$ cat src/rtl/l1c_mem_arbiter.sv
// Arbitrates the single master-FSM request port between the L1 I-cache refill path and the L1 D-cache path.
// Optional build macro STARVE_GUARD_EN: bounds how long IC can be starved by back-to-back DC grants.
module l1c_mem_arbiter #(
  parameter int unsigned ADDR_W     = 32,
  parameter int unsigned DATA_W     = 32,
  parameter int unsigned BURST_LEN  = 4,
  parameter int unsigned STARVE_MAX = 8
) (
  input  logic                clk,
  input  logic                rst,
  input  logic                ic_req,
  input  logic [ADDR_W-1:0]   ic_addr,
  output logic                ic_gnt,
  output logic                ic_rvalid,
  output logic                ic_rlast,
  input  logic                dc_req,
  input  logic                dc_we,
  input  logic [ADDR_W-1:0]   dc_addr,
  input  logic [DATA_W-1:0]   dc_wdata,
  input  logic [DATA_W/8-1:0] dc_wstrb,
  output logic                dc_gnt,
  output logic                dc_rvalid,
  output logic                dc_rlast,
  output logic                dc_wdone,
  output logic [DATA_W-1:0]   rdata,
  output logic                ARvalid,
  output logic [ADDR_W-1:0]   read_addr,
  output logic                AWvalid,
  output logic [ADDR_W-1:0]   write_addr,
  output logic [DATA_W-1:0]   write_data,
  output logic [DATA_W/8-1:0] write_bweb,
  input  logic                read_data_valid,
  input  logic [DATA_W-1:0]   read_data,
  input  logic                Rlast,
  input  logic                write_done
);

  localparam int unsigned STRB_W = DATA_W / 8;
  localparam int unsigned BCNT_W = $clog2(BURST_LEN + 2);

  localparam logic [1:0] S_IDLE  = 2'd0;
  localparam logic [1:0] S_RD_IC = 2'd1;
  localparam logic [1:0] S_RD_DC = 2'd2;
  localparam logic [1:0] S_WR_DC = 2'd3;

  logic [1:0]        state_q, state_d;
  logic [BCNT_W-1:0] beat_cnt_q, beat_cnt_d;
  logic [ADDR_W-1:0] rd_addr_q, rd_addr_d;
  logic [ADDR_W-1:0] wr_addr_q, wr_addr_d;
  logic [DATA_W-1:0] wr_data_q, wr_data_d;
  logic [STRB_W-1:0] wr_strb_q, wr_strb_d;
  logic              ic_prio_c;

  // Grants and beat routing are zero-latency; issue registers load on the grant cycle
  always_comb begin
    state_d    = state_q;
    beat_cnt_d = beat_cnt_q;
    rd_addr_d  = rd_addr_q;
    wr_addr_d  = wr_addr_q;
    wr_data_d  = wr_data_q;
    wr_strb_d  = wr_strb_q;
    ic_gnt     = 1'b0;
    ic_rvalid  = 1'b0;
    ic_rlast   = 1'b0;
    dc_gnt     = 1'b0;
    dc_rvalid  = 1'b0;
    dc_rlast   = 1'b0;
    dc_wdone   = 1'b0;
    rdata      = '0;
    ARvalid    = 1'b0;
    AWvalid    = 1'b0;
    if (rst) begin
      state_d    = S_IDLE;
      beat_cnt_d = '0;
      rd_addr_d  = '0;
      wr_addr_d  = '0;
      wr_data_d  = '0;
      wr_strb_d  = '0;
    end else begin
      case (state_q)
        S_IDLE: begin
          beat_cnt_d = '0;
          if (dc_req && !(ic_req && ic_prio_c)) begin
            dc_gnt = 1'b1;
            if (dc_we) begin
              AWvalid   = 1'b1;
              wr_addr_d = dc_addr;
              wr_data_d = dc_wdata;
              wr_strb_d = dc_wstrb;
              state_d   = S_WR_DC;
            end else begin
              ARvalid   = 1'b1;
              rd_addr_d = dc_addr;
              state_d   = S_RD_DC;
            end
          end else if (ic_req) begin
            ic_gnt    = 1'b1;
            ARvalid   = 1'b1;
            rd_addr_d = ic_addr;
            state_d   = S_RD_IC;
          end
        end
        S_RD_IC, S_RD_DC: begin
          rdata = read_data;
          if (state_q == S_RD_IC) begin
            ic_rvalid = read_data_valid;
            ic_rlast  = read_data_valid & Rlast;
          end else begin
            dc_rvalid = read_data_valid;
            dc_rlast  = read_data_valid & Rlast;
          end
          if (read_data_valid) begin
            beat_cnt_d = beat_cnt_q + BCNT_W'(1);
            if (Rlast) state_d = S_IDLE;
          end
        end
        S_WR_DC: begin
          dc_wdone = write_done;
          if (write_done) state_d = S_IDLE;
        end
        default: state_d = S_IDLE;
      endcase
    end
  end

  assign read_addr  = rd_addr_d;
  assign write_addr = wr_addr_d;
  assign write_data = wr_data_d;
  assign write_bweb = wr_strb_d;

  always_ff @(posedge clk) begin
    if (rst) begin
      state_q    <= S_IDLE;
      beat_cnt_q <= '0;
      rd_addr_q  <= '0;
      wr_addr_q  <= '0;
      wr_data_q  <= '0;
      wr_strb_q  <= '0;
    end else begin
      state_q    <= state_d;
      beat_cnt_q <= beat_cnt_d;
      rd_addr_q  <= rd_addr_d;
      wr_addr_q  <= wr_addr_d;
      wr_data_q  <= wr_data_d;
      wr_strb_q  <= wr_strb_d;
    end
  end

`ifdef STARVE_GUARD_EN
  localparam int unsigned SCNT_W = $clog2(STARVE_MAX + 1);

  logic [SCNT_W-1:0] starve_cnt_q, starve_cnt_d;

  assign ic_prio_c = (starve_cnt_q >= SCNT_W'(STARVE_MAX));

  // Saturating count of DC grants taken while IC was waiting
  always_comb begin
    starve_cnt_d = starve_cnt_q;
    if (rst || ic_gnt) begin
      starve_cnt_d = '0;
    end else if (dc_gnt && ic_req && !ic_prio_c) begin
      starve_cnt_d = starve_cnt_q + SCNT_W'(1);
    end
  end

  always_ff @(posedge clk) begin
    if (rst) starve_cnt_q <= '0;
    else     starve_cnt_q <= starve_cnt_d;
  end
`else
  assign ic_prio_c = 1'b0;
`endif

`ifndef SYNTHESIS
  ap_params: assert property (@(posedge clk) (BURST_LEN > 0) && (STARVE_MAX > 0));

  ap_stray_beat: assert property (@(posedge clk) disable iff (rst)
    !(read_data_valid && ((state_q == S_IDLE) || (state_q == S_WR_DC))));

  ap_stray_wdone: assert property (@(posedge clk) disable iff (rst)
    !(write_done && (state_q != S_WR_DC)));

  ap_burst_len: assert property (@(posedge clk) disable iff (rst)
    !(read_data_valid && ((state_q == S_RD_IC) || (state_q == S_RD_DC)) &&
      (beat_cnt_q >= BCNT_W'(BURST_LEN))));
`endif

endmodule

$ cat config.mk
export PLATFORM = sky130hd
export DESIGN_NAME = l1c_mem_arbiter
export DESIGN_NICKNAME = d
export VERILOG_FILES = /design/src/rtl/l1c_mem_arbiter.sv
export SDC_FILE = /design/constraint.sdc
export NUM_CORES = 1
export LEC_CHECK = 0
export BUFFER_PORTS_ARGS = -buffer_cell sky130_fd_sc_hd__buf_2
export CAP_MARGIN = 20
export CORE_AREA = 2 2 109 111
export CTS_CLUSTER_SIZE = 40
export DETAILED_ROUTE_END_ITERATION = 10
export DIE_AREA = 0 0 111 113
export GPL_TIMING_DRIVEN = 0
export MAX_ROUTING_LAYER = met4
export PLACE_DENSITY = 0.77
export SLEW_MARGIN = 20
export SYNTH_ARGS = -nofsm -noshare
export SYNTH_HDL_FRONTEND = slang
export SYNTH_SLANG_ARGS = --single-unit
$ cat constraint.sdc
create_clock -name clk -period 4.4 [get_ports clk]
set_input_delay 0.22 -clock clk [delete_from_list [all_inputs] [get_ports clk]]
set_output_delay 0.22 -clock clk [all_outputs]
set_load 0.005 [all_outputs]
==> results of run 1 <==
[Yosys cell counts (all sizes together)]
| cell | number | area, sq um |
|---|---|---|
| ha | 4 | 50.1 |
| buf | 27 | 153 |
| or2 | 1 | 6.26 |
| a22o | 11 | 96.3 |
| and3b | 1 | 8.76 |
| clkbuf | 23 | 88.8 |
| and2 | 33 | 206 |
| nand2b | 1 | 8.76 |
| nand2 | 141 | 529 |
| nand3 | 2 | 10.0 |
| o21ai | 47 | 235 |
| inv | 26 | 97.6 |
| nor3b | 1 | 7.51 |
| a22oi | 32 | 310 |
| nor2 | 27 | 101 |
| nor2b | 5 | 36.3 |
| nor3 | 1 | 10.0 |
| and3 | 1 | 6.26 |
| dfxtp | 102 | 2040 |
| a21oi | 139 | 696 |
| or3b | 1 | 8.76 |
[critical path: cells and delay by family, from the launching register on]
kind	cells	cell delay, ns
AO/OA/AOI/OAI	1	0.19
adder cells (fa/ha/maj)	1	0.19
buffers and inverters	5	0.93
flip-flops	1	0.40
AND/OR/NAND/NOR	2	0.32
[sequential cells by signal (all words and copies together) (netlist names)]
signal     cells
rd_addr_q     32
state_q        2
wr_addr_q     32
wr_data_q     32
wr_strb_q      4
[layout make-up]
cell class	count	share of cell area
timing repair buffer	280	0.213
buffer	50	0.0368
tap	143	0.0272
inverter	26	0.0149
clock buffer	11	0.0354
clock inverter	5	0.00724
multi-input combinational	448	0.354
sequential	102	0.311
[stage by stage]
step / total power [uW] / hold slack (ns) / utilization
6_report: 2360 / 0.115 / 0.583
5_1_grt: 2510 / 0.112 / 0.583
4_1_cts: 2380 / 0.109 / 0.583
3_5_place_dp: 1640 / 0.448 / 0.558
3_3_place_gp: 1630 / 0.445 / 0.558
2_1_floorplan: 1380 / 0.347 / -
[worst max-delay path by stage]
stage / from / slack, ns / end
floorplan: state_q[0]$_SDFFE_PP0P_ / 2.70 / write_bweb[0]
global placement: state_q[0]$_SDFFE_PP0P_ / 2.16 / write_data[25]
detailed placement: state_q[0]$_SDFFE_PP0P_ / 2.13 / write_data[25]
CTS: state_q[0]$_SDFFE_PP0P_ / 1.77 / write_data[25]
global route: state_q[0]$_SDFFE_PP0P_ / 1.62 / write_data[25]
finish: state_q[0]$_SDFFE_PP0P_ / 1.82 / write_data[25]
[per-layer routing]
metal | wire (microns) | vias up | GRT usage
met2 | 7600 | 208 | 0.436
li1 | - | 2692 | -
met3 | 994 | 24 | 0.0525
met4 | 305 | 0 | 0.0675
met5 | 0 | - | -
met1 | 6330 | 2406 | 0.277
[where the power goes]
| part | switching [uW] | internal, uW |
|---|---|---|
| combinational | 340 | 254 |
| clock | 352 | 390 |
| sequential | 22.2 | 1000 |
| total | 714 | 1650 |
[logic make-up (layout without fill, tap and decap cells)]
group	after synthesis	in the layout	synth area share
buf+inv	76	372	0.0720
fa+ha+maj	4	4	0.0106
compound gates	229	229	0.284
flops	102	102	0.434
simple gates	215	215	0.200
==> results.cfg, run 1 <==
[outcome]
outcome = completed

[floorplan]
fp.dieW_microns = 111
die_height_microns = 113
standard_cell_core_area_sq_um = 11300
floorplan.die_area_sq_um = 12500
initial_util = 0.418
ios = 281
row_count = 39

[route]
detail_route.vias_per_cell = 5.00
via_count = 5330
drtIter0Drc = 194
detailedRoute.firstPassIterationCount = 7
drt_drc_violations_left = 0
drtAntennaViolNets = 0
wl_per_cell_microns = 14.3
wl_microns = 15200

[worst_setup_path]
path_max_fanout = 10
arrival_time_reported_for_the_critical_path_endpoint_ns = 2.36
ff2ff_path_depth = 8
worstPathCellList = inv_1 > ha_1 > buf_2 > nand3_1 > buf_2 > buf_2 > nand2_1 > a21oi_1 > buf_2
timing.critical_path.slowest_cell_delay_ns = 0.40
cp.required_ns = 4.18
critPathCaptureType = primary output
reg2reg_from = state_q[0]$_SDFFE_PP0P_
startpoint_type = flop
path_common_cell = buf_2
r2r_end = wr_data_q[25]$_SDFF_PP0_
critical_path_class = reg2out
reg2reg_slack_ns = 2.49
critical-path-slowest-cell = dfxtp_1

[min_path]
min_to = rd_addr_q[11]$_SDFF_PP0_
min_path_cells = 3
hold_path.startpoint = ic_addr[11]
type_of_the_worst_min_delay_path = in2reg

[sta]
finalSetupViolCount = 0
worst_slack_ns = 1.82
timing.clock.skew_ns = 0.00964
setup_repair_after_global_routing_missed_its_margin = false
tightestPinTransition_ns = 0.563
timing.setup.tns_ns = 0
finalMaxSlewViolations = 0
timing.final.crit_period_ns = 2.58
timing.max_slew.rel_slack = 0.624
timing_hold_violations_final = 0
share_of_the_cycle_needed_by_the_critical_path_after_routing = 0.586
maxClockFrequency_ghz = 0.388

[layout]
net_count_of_the_finished_layout = 1061
layout_commonest_cell = buf_2
final-instance-count-excl-fill = 1065
filler_cell_count = 1124
drive_gt1_frac = 0.367
area_growth_synth_to_finish_pct = 39.5
layout.cells.most_common_list = 297 x buf_2, 141 x nand2_1, 139 x a21oi_1
final-seq-area_sq_um = 2040
multi_input_area_sq_um = 2330
post-route-cell-area_sq_um = 6570
antennaDiodeCount = 0

[cts]
cts.root.buffer_cell = clkbuf_16
post_cts.repair.setup_buffers = 0
cts_tree = yes
cts_resized = 0
cts.hold.buffers_added = 0
cts_num_sinks = 102
worstSkewPairLatency_ns = 0.33
register_clock_pin_slew_on_the_reported_worst_setup_and_hold_paths_ns = 0.07
numCtsBuffers = 9
cts_max_level = 3
clock_tree.buffer_depth = 2

[power_and_ir_drop]
vdd_ir_drop_max_mv = 0.216
pwr_density_cell_nw_per_um2 = 359
p_leak_uw = 0.00315

[global_routing]
total_global_route_track_usage = 0.244
grt_max_degree = 18
overflow = 0
antenna_found_initial = 0
grt_pass1_vias = 5027
grt_first_pass_wirelength_microns = 24100

[placed_design]
post_dp_cell_area_sq_um = 6290
placedCellCount = 1049
dp.final_hpwl_microns = 12100
place.gp.congestion = 0.836
post_place_worst_slack_ns = 2.13
placement.io_buffers = 280

[yosys]
synthesis.instances = 626
number_of_warnings_issued_by_yosys = 0
netlist_area_pre_place_sq_um = 4710
synth_fp_nets = 770
ys_seq_elements = 102
synth-seq-area-share = 0.434
post_synth.cell_area_avg_sq_um = 7.52
synth_cell_types = 28

[flow_run]
cap_violations = 0
Power figures use the tool's default switching activity.
==> run 2, diff against run 1 <==
--- a/config.mk
+++ b/config.mk
@@ -7,13 +7,13 @@
 export LEC_CHECK = 0
 export BUFFER_PORTS_ARGS = -buffer_cell sky130_fd_sc_hd__buf_2
 export CAP_MARGIN = 20
-export CORE_AREA = 2 2 109 111
+export CORE_MARGIN = 2
+export CORE_UTILIZATION = 39
 export CTS_CLUSTER_SIZE = 40
 export DETAILED_ROUTE_END_ITERATION = 10
-export DIE_AREA = 0 0 111 113
 export GPL_TIMING_DRIVEN = 0
 export MAX_ROUTING_LAYER = met4
-export PLACE_DENSITY = 0.77
+export PLACE_DENSITY = 0.76
 export SLEW_MARGIN = 20
 export SYNTH_ARGS = -nofsm -noshare
 export SYNTH_HDL_FRONTEND = slang
==> constraint.sdc (replaced) <==
create_clock -name clk -period 2.14 [get_ports clk]
set_input_delay 0.107 -clock clk [delete_from_list [all_inputs] [get_ports clk]]
set_output_delay 0.107 -clock clk [all_outputs]
set_load 0.005 [all_outputs]
==> results.cfg, run 2 (synthesis gave the netlist of run 1 again) <==
[min_path]
min_path_cells = 3
type_of_the_worst_min_delay_path = in2reg

[worst_setup_path]
path_max_fanout = 10
critical_path_class = reg2out
timing.critical_path.slowest_cell_delay_ns = 0.32
worstSetupPathDepth = 10
reg2reg_slack_ns = 0.47
worstPathCellList = inv_2 > ha_4 > buf_6 > and3_4 > buf_6 > buf_8 > buf_8 > nand2_1 > a21oi_2 > buf_2
timing.critical_path.buf_inv = 6
critPathTopFamily = buffers and inverters
critical-path-slowest-cell = dfxtp_2
cp.required_ns = 2.03
ff2ff_path_depth = 9
arrival_time_reported_for_the_critical_path_endpoint_ns = 1.94
startpoint_type = flop
critPathCaptureType = primary output

[sta]
tightestPinTransition_ns = 0.629
timing.final.crit_period_ns = 2.05
timing.clock.skew_ns = 0.00525
finalSetupViolCount = 0
finalMaxSlewViolations = 0
timing_hold_violations_final = 0
timing.max_slew.rel_slack = 0.581
final_worst_hold_slack_ns = 0.0104
maxClockFrequency_ghz = 0.489
share_of_the_cycle_needed_by_the_critical_path_after_routing = 0.956

[route]
detail_route.vias_per_cell = 5.01
drt_drc_violations_left = 0
via_count = 5455
detailedRoute.firstPassIterationCount = 5
drtIter0Drc = 313
wl_microns = 15900
drtAntennaViolNets = 0
wl_per_cell_microns = 14.7

[outcome]
outcome = completed

[flow_run]
cap_violations = 0

[floorplan]
standard_cell_core_area_sq_um = 11900
fp.dieW_microns = 114
initial_util = 0.395
floorplan.die_area_sq_um = 13000
ios = 281
die_height_microns = 114
row_count = 40

[cts]
worstSkewPairLatency_ns = 0.34
cts_max_level = 3
cts_num_sinks = 102
cts_tree = yes
cts.root.buffer_cell = clkbuf_16
numCtsBuffers = 9
clock_tree.buffer_depth = 2
register_clock_pin_slew_on_the_reported_worst_setup_and_hold_paths_ns = 0.07

[power_and_ir_drop]
pwr_density_cell_nw_per_um2 = 734
p_leak_uw = 0.00332
vdd_ir_drop_max_mv = 0.514
fin_total_pwr_uw = 5140

[layout]
post-route-cell-area_sq_um = 7010
layout_commonest_cell = buf_2
layout.cells.most_common_list = 287 x buf_2, 139 x nand2_1, 129 x a21oi_1
drive_gt1_frac = 0.402
filler_cell_count = 1162
antennaDiodeCount = 0
area_growth_synth_to_finish_pct = 48.8
largestRegisters = rd_addr_q x32, wr_addr_q x32, wr_data_q x32
final-instance-count-excl-fill = 1088
net_count_of_the_finished_layout = 1081

[placed_design]
placedCellCount = 1053
place.gp.congestion = 0.831
post_dp_cell_area_sq_um = 6290
placement.io_buffers = 280
dp.final_hpwl_microns = 12000

[global_routing]
overflow = 0
antenna_found_initial = 0
total_global_route_track_usage = 0.243
grt_pass1_vias = 5058
grt_first_pass_wirelength_microns = 24300
grt_max_degree = 17
[run 2: layout make-up]
type                    instances  area (sq um)  area share
multi-input cells             448          2420       0.346
flip-flops and latches        102          2050       0.292
repair buffers                300          1620       0.231
plain buffers                  50           338      0.0482
clock buffers                  11           243      0.0346
well taps                     147           184      0.0263
inverters                      26          97.6      0.0139
clock inverters                 4          56.3     0.00804
[run 2: where the power goes]
group / switching (uW) / total (uW) / internal [uW] / leakage [uW]
Clock: 712 / 1650 / 941 / 0.000140
Combinational: 750 / 1380 / 632 / 0.00235
Sequential: 45.8 / 2110 / 2060 / 0.000835
Total: 1510 / 5140 / 3640 / 0.00332
[run 2: worst min-delay path: cells and delay by family]
kind                   cells  cell delay, ns
buffers and inverters      1            0.08
AO/OA/AOI/OAI              2            0.14
[run 2: timing repair]
item,CTS,global route
pin swaps,2,4
setup endpoints to repair,119,98
hold endpoints to repair,12,0
gates resized for setup,33,39
hold buffers,12,0
setup buffers,1,6
gates cloned,0,1
[run 2: layer usage]
| layer | part of all wire | wire [microns] | track usage |
|---|---|---|---|
| met1 | 0.41 | 6500 | 0.275 |
| met2 | 0.51 | 8070 | 0.434 |
| met3 | 0.069 | 1110 | 0.0452 |
| met4 | 0.017 | 272 | 0.0756 |
| met5 | 0 | 0 | - |
[run 2: per-stage QoR]
stage          utilization  setup WS [ns]   TNS, ns
3_5_place_dp         0.528        -0.0524   -0.0581
5_1_grt              0.588       -0.00771  -0.00771
4_1_cts              0.572        -0.0125   -0.0125
6_report             0.588         0.0940         0
2_1_floorplan            -          0.552         0
3_3_place_gp         0.528        -0.0386   -0.0386
[run 2: final timing paths]
path | end | startpoint
setup / recovery | write_data[16] | state_q[1]$_SDFFE_PP0P_
hold / removal | rd_addr_q[0]$_SDFF_PP0_ | ic_addr[0]
setup reg to reg | rd_addr_q[17]$_SDFF_PP0_ | state_q[0]$_SDFFE_PP0P_
hold reg to reg | rd_addr_q[7]$_SDFF_PP0_ | rd_addr_q[7]$_SDFF_PP0_
==> run 3, diff against run 2 <==
--- a/config.mk
+++ b/config.mk
@@ -7,13 +7,15 @@
 export LEC_CHECK = 0
 export BUFFER_PORTS_ARGS = -buffer_cell sky130_fd_sc_hd__buf_2
 export CAP_MARGIN = 20
+export CELL_PAD_IN_SITES_DETAIL_PLACEMENT = 0
+export CELL_PAD_IN_SITES_GLOBAL_PLACEMENT = 2
 export CORE_MARGIN = 2
-export CORE_UTILIZATION = 39
+export CORE_UTILIZATION = 20
 export CTS_CLUSTER_SIZE = 40
 export DETAILED_ROUTE_END_ITERATION = 10
 export GPL_TIMING_DRIVEN = 0
 export MAX_ROUTING_LAYER = met4
-export PLACE_DENSITY = 0.76
+export PLACE_DENSITY_LB_ADDON = 0.1
 export SLEW_MARGIN = 20
 export SYNTH_ARGS = -nofsm -noshare
 export SYNTH_HDL_FRONTEND = slang
==> results.cfg, run 3 (synthesis gave the netlist of run 1 again) <==
[global_routing]
met2_routing_resource_usage_after_global_routing = 0.255
antenna_found_initial = 1
use_met1 = 0.190
grt_use_met3 = 0.0430
overflow = 0
grt_first_pass_wirelength_microns = 28900
grt_pass1_vias = 5159
total_global_route_track_usage = 0.155
grt.busiest_layer = met2
grt_max_degree = 17

[power_and_ir_drop]
net-switching-power_uw = 1610
seq_power_share = 0.396
vdd_ir_drop_max_mv = 0.342
internal_power_uw = 3690
power.combinational.fraction = 0.273
switching_share = 0.304
pwr_density_cell_nw_per_um2 = 720
power_share_of_the_clock_group = 0.331
p_leak_uw = 0.00338

[outcome]
outcome = finished with violations
failing_checks = hold timing

[worst_setup_path]
critical_path_class = reg2out
cp-startpoint = state_q[1]$_SDFFE_PP0P_
startpoint_type = flop
r2r_end = rd_addr_q[12]$_SDFF_PP0_
ff2ff_path_depth = 10
reg2reg_slack_ns = 0.55
critPathCaptureType = primary output
arrival_time_reported_for_the_critical_path_endpoint_ns = 1.93
path_max_fanout = 8
reg2reg_from = state_q[1]$_SDFFE_PP0P_
cp.required_ns = 2.03

[sta]
final_worst_hold_slack_ns = -0.000601
maxClockFrequency_ghz = 0.491
tightestPinTransition_ns = 0.672
timing_hold_violations_final = 1
worst_slack_ns = 0.104
timing.final.crit_period_ns = 2.04
finalSetupViolCount = 0
share_of_the_cycle_needed_by_the_critical_path_after_routing = 0.951
timing.clock.skew_ns = 0.0103
timing.max_slew.rel_slack = 0.552
finalMaxSlewViolations = 0

[route]
wl_per_cell_microns = 15.2
drtIter0Drc = 216
detail_route.vias_per_cell = 4.15
via_count = 5280
detailedRoute.firstPassIterationCount = 4
drt_drc_violations_left = 0
drtAntennaViolNets = 0
wl_microns = 19300

[layout]
net_count_of_the_finished_layout = 1091
area_growth_synth_to_finish_pct = 56.7
layout_commonest_cell = buf_2
layout.cells.most_common_list = 286 x buf_2, 138 x nand2_1, 126 x a21oi_1
drive_gt1_frac = 0.405
largestRegisters = rd_addr_q x32, wr_addr_q x32, wr_data_q x32

[min_path]
hold_path.startpoint = ic_addr[1]
type_of_the_worst_min_delay_path = in2reg
min_to = rd_addr_q[1]$_SDFF_PP0_
min_path_cells = 3

[floorplan]
standard_cell_core_area_sq_um = 23300
die_height_microns = 157
initial_util = 0.202
fp.dieW_microns = 157
ios = 281
floorplan.die_area_sq_um = 24800
row_count = 56

[placed_design]
place.gp.congestion = 0.716
placement.io_buffers = 280
post_place_worst_slack_ns = -0.0889
dp.final_hpwl_microns = 14800

[flow_run]
cap_violations = 0

[cts]
worstSkewPairLatency_ns = 0.36
clock_tree.buffer_depth = 2
register_clock_pin_slew_on_the_reported_worst_setup_and_hold_paths_ns = 0.07
numCtsBuffers = 9
cts_tree = yes
cts_max_level = 3
cts.root.buffer_cell = clkbuf_16
cts_num_sinks = 102
[run 3: cell types whose count changed in the layout (fill, tap and decap cells not counted), sizes merged]
cell,change
dlygate4sd3,+9
buf,+2
clkinv,+2
clkinvlp,-1
diode,+1
inv,-1
[run 3: final cells by class]
cell class	count	area (sq um)
fill	2680	15900
antenna	1	2.50
sequential	102	2040
buffer	48	309
tap	319	399
clock buffer	12	256
inverter	26	97.6
clock inverter	4	55.1
timing repair buffer	312	1750
multi-input combinational	448	2460
[run 3: metal layers]
metal / vias to the layer above / wire (microns)
li1: 2753 / -
met1: 2376 / 8620
met2: 138 / 9290
met3: 13 / 1220
met4: 0 / 205
met5: - / 0
[run 3: power groups by stage]
stage	Sequential, uW	Combinational, uW	Clock, uW
final	2100	1450	1760
after detailed placement	2150	1290	0
after global routing	2120	1630	1890
after floorplan	2140	696	0
after CTS	2100	1420	1830
after global placement	2140	1300	0
[run 3: what timing repair did]
item,CTS,global route
pin swaps,4,4
endpoints found under the hold margin,21,0
setup buffers,6,3
setup endpoints to repair,130,110
hold buffers,21,0
gates cloned,0,2
gates resized for setup,40,27
[run 3: how the worst max path moves through the flow]
stage,end,slack [ns],depth (start not counted)
floorplan,write_bweb[0],0.55,8
global placement,write_addr[15],-0.11,8
detailed placement,write_bweb[1],-0.09,9
CTS,read_addr[11],0.002,10
global route,write_addr[31],-0.01,9
finish,write_data[23],0.10,9
[run 3: critical path, cell delays in order (launching register included)]
cell and delay (ns):
dfxtp_2 0.34, inv_2 0.07, ha_4 0.12, buf_6 0.13, and3_4 0.27, buf_12 0.17
clkbuf_16 0.14, nand2_2 0.06, a21oi_2 0.14, buf_2 0.13
[run 3: stage by stage]
| step | setup TNS [ns] | cell area [sq um] | instances | total power (uW) | util |
|---|---|---|---|---|---|
| after detailed placement | -1.49 | 6510 | 1225 | 3440 | 0.280 |
| final | 0 | 7380 | 1272 | 5310 | 0.317 |
| after floorplan | 0 | 4710 | 626 | 2830 | - |
| after CTS | 0 | 7220 | 1267 | 5350 | 0.310 |
| after global routing | -0.0285 | 7380 | 1272 | 5630 | 0.317 |
| after global placement | -1.98 | 6510 | 1225 | 3450 | 0.280 |
